**config.mk**
```make
export PLATFORM = sky130hd
export DESIGN_NAME = masked_event_counter_flat
export DESIGN_NICKNAME = d
export VERILOG_FILES = /design/src/rtl/masked_event_counter_if.sv /design/src/rtl/masked_event_counter.sv /design/src/flat_wrapper.sv
export SDC_FILE = /design/constraint.sdc
export NUM_CORES = 1
export LEC_CHECK = 0
export CORE_AREA = 2 2 89 91
export CTS_BUF_LIST = sky130_fd_sc_hd__clkbuf_2
export DETAILED_ROUTE_END_ITERATION = 12
export DIE_AREA = 0 0 91 93
export PLACE_DENSITY = 0.74
export SLEW_MARGIN = 5
export SYNTH_ARGS = -nofsm -noshare
export SYNTH_HDL_FRONTEND = slang
export SYNTH_SLANG_ARGS = --single-unit
```
**constraint.sdc**
```tcl
create_clock -name clk -period 1.54 [get_ports clk]
set_input_delay 0.385 -clock clk [delete_from_list [all_inputs] [get_ports clk]]
set_output_delay 0.385 -clock clk [all_outputs]
set_load 0.02 [all_outputs]
```
**src/rtl/masked_event_counter_if.sv**
```systemverilog
// Bundles the event inputs, control strobes and counter/snapshot outputs of
// masked_event_counter so they travel as one port.
interface masked_event_counter_if #(
    parameter int WIDTH = 4,
    parameter int CNT_W = 8
);
    logic [WIDTH-1:0]       data;
    logic                   mask_wr;
    logic [WIDTH-1:0]       mask_din;
    logic                   clr;
    logic                   snap_req;
    logic [WIDTH-1:0]       gated;
    logic [WIDTH*CNT_W-1:0] cnt;
    logic [WIDTH-1:0]       sat;
    logic [WIDTH*CNT_W-1:0] snap_data;
    logic                   snap_valid;

    modport master (
        output data, mask_wr, mask_din, clr, snap_req,
        input  gated, cnt, sat, snap_data, snap_valid
    );

    modport slave (
        input  data, mask_wr, mask_din, clr, snap_req,
        output gated, cnt, sat, snap_data, snap_valid
    );
endinterface

```
**src/rtl/masked_event_counter.sv**
```systemverilog
// Per-channel masked event counters with saturation, optional rising-edge
// qualification and a one-cycle snapshot port.
module masked_event_counter #(
    parameter int               WIDTH     = 4,
    parameter int               CNT_W     = 8,
    parameter logic [WIDTH-1:0] MASK_RST  = {WIDTH{1'b1}},
    parameter int               EDGE_MODE = 0
) (
    input logic                   clk,
    input logic                   rst_n,
    masked_event_counter_if.slave bus
);
    localparam logic [CNT_W-1:0] CNT_MAX = '1;

    logic [WIDTH-1:0] mask_reg;
    logic [WIDTH-1:0] gated_reg;
    logic [WIDTH-1:0] sat_reg;
    logic [WIDTH-1:0] sat_next;
    logic [WIDTH-1:0] q;
    logic [WIDTH-1:0] inc;
    logic [CNT_W-1:0] cnt_reg  [WIDTH];
    logic [CNT_W-1:0] cnt_next [WIDTH];
    logic [CNT_W-1:0] snap_reg [WIDTH];
    logic             snap_valid_reg;

    assign q = mask_reg & bus.data;

    // gated_reg doubles as the edge-detect history: it is last cycle's q.
    generate
        for (genvar gi = 0; gi < WIDTH; gi++) begin : g_ch
            assign inc[gi] = (EDGE_MODE != 0) ? (q[gi] & ~gated_reg[gi]) : q[gi];
            assign bus.cnt[gi*CNT_W +: CNT_W]       = cnt_reg[gi];
            assign bus.snap_data[gi*CNT_W +: CNT_W] = snap_reg[gi];
        end
    endgenerate

    always_comb begin
        sat_next = sat_reg;
        for (int i = 0; i < WIDTH; i++) begin
            cnt_next[i] = cnt_reg[i];
            if (bus.clr) begin
                cnt_next[i] = '0;
                sat_next[i] = 1'b0;
            end else if (inc[i]) begin
                if (cnt_reg[i] == CNT_MAX) begin
                    sat_next[i] = 1'b1;
                end else begin
                    cnt_next[i] = cnt_reg[i] + 1'b1;
                end
            end
        end
    end

    always_ff @(posedge clk or negedge rst_n) begin
        if (!rst_n) begin
            mask_reg       <= MASK_RST;
            gated_reg      <= '0;
            sat_reg        <= '0;
            snap_valid_reg <= 1'b0;
            for (int i = 0; i < WIDTH; i++) begin
                cnt_reg[i]  <= '0;
                snap_reg[i] <= '0;
            end
        end else begin
            if (bus.mask_wr) begin
                mask_reg <= bus.mask_din;
            end
            gated_reg      <= q;
            sat_reg        <= sat_next;
            snap_valid_reg <= bus.snap_req;
            for (int i = 0; i < WIDTH; i++) begin
                cnt_reg[i] <= cnt_next[i];
                // Snapshot takes the pre-increment, pre-clear value.
                if (bus.snap_req) begin
                    snap_reg[i] <= cnt_reg[i];
                end
            end
        end
    end

    assign bus.gated      = gated_reg;
    assign bus.sat        = sat_reg;
    assign bus.snap_valid = snap_valid_reg;
endmodule

```
**src/flat_wrapper.sv**
```systemverilog
// flat-port wrapper written by rule: the top's interface ports become plain ports
module masked_event_counter_flat 
#(
    parameter int               WIDTH     = 4,
    parameter int               CNT_W     = 8,
    parameter logic [WIDTH-1:0] MASK_RST  = {WIDTH{1'b1}},
    parameter int               EDGE_MODE = 0
)
  (clk, rst_n, bus_data, bus_mask_wr, bus_mask_din, bus_clr, bus_snap_req, bus_gated, bus_cnt, bus_sat, bus_snap_data, bus_snap_valid);
  masked_event_counter_if #(.WIDTH(WIDTH), .CNT_W(CNT_W)) bus_i ();
  input logic clk;
  input logic rst_n;
  input wire logic [$bits(bus_i.data)-1:0] bus_data;
  input wire logic [$bits(bus_i.mask_wr)-1:0] bus_mask_wr;
  input wire logic [$bits(bus_i.mask_din)-1:0] bus_mask_din;
  input wire logic [$bits(bus_i.clr)-1:0] bus_clr;
  input wire logic [$bits(bus_i.snap_req)-1:0] bus_snap_req;
  output wire logic [$bits(bus_i.gated)-1:0] bus_gated;
  output wire logic [$bits(bus_i.cnt)-1:0] bus_cnt;
  output wire logic [$bits(bus_i.sat)-1:0] bus_sat;
  output wire logic [$bits(bus_i.snap_data)-1:0] bus_snap_data;
  output wire logic [$bits(bus_i.snap_valid)-1:0] bus_snap_valid;
  assign bus_i.data = bus_data;
  assign bus_i.mask_wr = bus_mask_wr;
  assign bus_i.mask_din = bus_mask_din;
  assign bus_i.clr = bus_clr;
  assign bus_i.snap_req = bus_snap_req;
  assign bus_gated = bus_i.gated;
  assign bus_cnt = bus_i.cnt;
  assign bus_sat = bus_i.sat;
  assign bus_snap_data = bus_i.snap_data;
  assign bus_snap_valid = bus_i.snap_valid;
  masked_event_counter #(.WIDTH(WIDTH), .CNT_W(CNT_W), .MASK_RST(MASK_RST), .EDGE_MODE(EDGE_MODE)) u_core (.clk(clk), .rst_n(rst_n), .bus(bus_i));
endmodule
```
==> impl_metrics.yaml <==
outcome:
  outcome: "finished, violations left"
  failing_checks: "setup timing"
drt:
  first_pass_iters: 4
  detail_route.iter0.violations: 59
  routed_wirelength_normalized_by_instance_count_um: 15.7
  drtAntennaViolNets: 0
  drt_drc_violations_left: 0
  wl_mm: 8.69
  avgViaCountPerCell: 5.16
  route.vias.total: 2864
sta:
  maxClockFrequency_ghz: 0.629
  finalClockSkew_ns: 0.0440
  setup_viol: 4
  max_slew.worst_pin.slew_ns: 0.408
  timing.final.crit_period_ns: 1.59
  max-slew-margin-rel: 0.728
  post-route-period-util: 1.03
  finalHoldViolations: 0
  total_negative_setup_slack_ns: -0.120
  slew_violations: 0
  post-route-worst-setup-slack_ns: -0.0496
  setup_repair_after_global_routing_missed_its_margin: "true"
synthesis:
  synth_xor_xnor_area_share: 0.0291
  sequential_area_share_after_synthesis: 0.584
  syn_nets: 291
  synth_adder_area_share: 0.0151
  synth_seq_cells: 77
  yosys.area_share.simple: 0.141
  cell_area_after_synthesis_um2: 3310
  synthesis.yosys.warnings: 0
  syn-instance-count: 274
  synthesis.area_per_instance_um2: 12.1
  dominant_combinational_cell_family_by_area_after_synthesis: "simple AND/OR/NAND/NOR gates"
  synthDistinctLibCells: 42
  synthDominantCellAreaShare: 0.553
  fraction_of_synthesized_area_in_multiplexers: 0.141
  ys_top_cells_by_area: "sky130_fd_sc_hd__dfrtp_1 55%, sky130_fd_sc_hd__mux2_2 12%, sky130_fd_sc_hd__nor2_1 3.7%, sky130_fd_sc_hd__dfstp_2 3.2%, sky130_fd_sc_hd__xor2_1 2.6%"
  synth-compound-area-share: 0.0719
  synth.largest_area_cell: "sky130_fd_sc_hd__dfrtp_1"
worst_setup_path:
  timing.critical_path.slowest_cell_delay_ns: 0.48
  slowest_stage: "sky130_fd_sc_hd__dfrtp_2"
  timing.critical_path.cells: "buf_6 > ha_4 > nand4_4 > nor2_4 > or4_4 > a21oi_2"
  path_buf_inv: 1
  critical_path_class: "reg2reg"
  worst_ep_arrival_time_ns: 2.01
  path_delay_family: "simple AND/OR/NAND/NOR gates"
  endpoint_kind: "register"
  worstPathRequired_ns: 1.97
  worstSetupStartpointType: "register"
  crit_path_max_fanout: 5
grt:
  wire_length_of_the_first_global_routing_pass_mm: 13.2
  number_of_global_route_vias_before_repair: 2793
  grt_max_degree: 78
  initial_antenna_violation_count: 0
  grt_overflow_total: 0
  groute.usage.overall: 0.195
clock_network:
  cts.sink_count: 77
  clock_latency_ns: 0.51
  tritoncts_buffers: 9
  htree_num_levels: 3
  ctsRootBufferMaster: "sky130_fd_sc_hd__clkbuf_2"
  clockBufferDepth: 2
  clkSlewWorstSetupHoldPaths_ns: 0.23
  cts_tree: "done"
layout:
  final_common_cell: "sky130_fd_sc_hd__buf_4"
  layout.cells.most_common_list: "73 x sky130_fd_sc_hd__buf_4, 63 x sky130_fd_sc_hd__dfrtp_1, 55 x sky130_fd_sc_hd__buf_2"
  area_of_the_multi_input_gates_um2: 1540
  layout.area.seq_um2: 1940
  finalNonFillerCells: 555
  layout.filler_cells: 594
  layout.core_utilization: 0.677
  nNetsFinal: 465
  antenna-diode-count: 0
  drive_gt1_frac: 0.574
  areaGrowthSynthToFinish_pct: 54.0
min_path:
  worst_hold_path_type: "in2async"
floorplan:
  starting_density_of_the_core: 0.439
  die_footprint_um2: 8460
  io_pins: 86
  design.core.area_um2: 7530
  die_h_um: 93
  rows: 32
  fp.dieW_um: 91
pwr:
  leakagePower_nw: 2.57
  vdd.ir_drop.worst_uv: 431
  power-per-cell-area_nw_per_um2: 759
  power.total_mw: 3.87
placed_design:
  routabilityCongestion: 0.761
  dp_hpwl_mm: 5.03
  io_buffers: 85
  placed_cell_count: 494
run:
  maxCapViolations: 0
## final cells by class
type	count	share of cell area
sequential	77	0.382
multi-input combinational	183	0.302
clock inverter	5	0.0150
tap	102	0.0251
inverter	5	0.00369
timing repair buffer	172	0.261
clock buffer	11	0.0108
## final timing paths
path | from | to | slack, ns | cells after the start
setup / recovery | u_core.bus.cnt[16] | u_core.bus.cnt[21] | -0.05 | 6
hold / removal | rst_n | u_core.bus.gated[3] | 0.41 | 3
setup reg to reg | u_core.bus.cnt[16] | u_core.bus.cnt[21] | -0.05 | 6
hold reg to reg | u_core.bus.snap_data[22] | u_core.bus.snap_data[22] | 0.52 | 1
max in group asynchronous | rst_n | u_core.mask_reg[3] | 0.74 | 3
min in group clk | bus_mask_din[1] | u_core.mask_reg[1] | 0.49 | 2
## through the flow
step / cell area [um^2] / setup WS, ns / hold WS (ns)
3_5_place_dp: 4640 / -0.377 / 0.437
2_1_floorplan: 3350 / -0.00333 / 0.0894
5_1_grt: 5090 / -0.103 / 0.447
6_report: 5090 / -0.0496 / 0.415
4_1_cts: 4830 / -0.0796 / 0.393
3_3_place_gp: 4640 / -0.307 / 0.438
## cells in the mapped netlist
master	instances
sky130_fd_sc_hd__and3_1	2
sky130_fd_sc_hd__o2111ai_1	1
sky130_fd_sc_hd__o21ai_2	1
sky130_fd_sc_hd__buf_1	3
sky130_fd_sc_hd__dfrtp_1	73
sky130_fd_sc_hd__mux2i_1	5
sky130_fd_sc_hd__or3_1	3
sky130_fd_sc_hd__o21bai_1	2
sky130_fd_sc_hd__o21ai_0	5
sky130_fd_sc_hd__mux2_2	36
sky130_fd_sc_hd__nor3b_1	1
sky130_fd_sc_hd__xnor2_1	1
sky130_fd_sc_hd__nor2b_1	4
sky130_fd_sc_hd__a21oi_1	9
sky130_fd_sc_hd__mux2_1	1
sky130_fd_sc_hd__nand3_1	6
sky130_fd_sc_hd__inv_1	5
sky130_fd_sc_hd__nor4_1	2
sky130_fd_sc_hd__dfstp_2	4
sky130_fd_sc_hd__a311oi_1	1
sky130_fd_sc_hd__nor2_1	33
sky130_fd_sc_hd__xor2_1	10
sky130_fd_sc_hd__nor3_1	8
sky130_fd_sc_hd__buf_2	3
sky130_fd_sc_hd__nand4_1	4
sky130_fd_sc_hd__or4_1	3
sky130_fd_sc_hd__a31oi_1	3
sky130_fd_sc_hd__and2_2	1
sky130_fd_sc_hd__nand3_2	3
sky130_fd_sc_hd__clkbuf_1	3
sky130_fd_sc_hd__ha_1	4
sky130_fd_sc_hd__nand4_2	2
sky130_fd_sc_hd__o211ai_2	2
sky130_fd_sc_hd__and4_1	1
sky130_fd_sc_hd__o211ai_1	4
sky130_fd_sc_hd__o31ai_1	2
sky130_fd_sc_hd__nand2_1	13
sky130_fd_sc_hd__a211oi_1	3
sky130_fd_sc_hd__and2_1	2
sky130_fd_sc_hd__nor4b_1	1
sky130_fd_sc_hd__and3_2	1
sky130_fd_sc_hd__o21ai_1	3
## routing by layer
| layer | routed length, um | global-route usage |
|---|---|---|
| met5 | 0 | 0 |
| met3 | 356 | 0.0379 |
| met4 | 122 | 0.0707 |
| met2 | 4320 | 0.321 |
| met1 | 3890 | 0.258 |
## tightest hold or removal path, delay by kind of cell
kind,cells,cell delay (ns)
buf+inv,3,0.98
## kinds of logic after synthesis
kind of cell / after synthesis
buffers and inverters: 14
multiplexers: 42
XOR/XNOR: 11
AND/OR/NAND/NOR: 90
adder cells (fa/ha/maj): 4
AO/OA/AOI/OAI: 36
flip-flops: 77
## report_power, final
part / switching [mW] / leakage (nW) / internal (mW) / total [mW]
Clock: 0.698 / 0.0796 / 0.543 / 1.24
Sequential: 0.0401 / 1.03 / 2.09 / 2.13
Combinational: 0.253 / 1.46 / 0.241 / 0.494
## what timing repair did
item | CTS | global route
pin swaps | 12 | 16
endpoints found under the setup margin | 78 | 39
buffers inserted | 40 | 6
hold endpoints to repair | 73 | 0
hold buffers | 1 | 0
gates resized for setup | 318 | 58
Power figures use the tool's default switching activity.
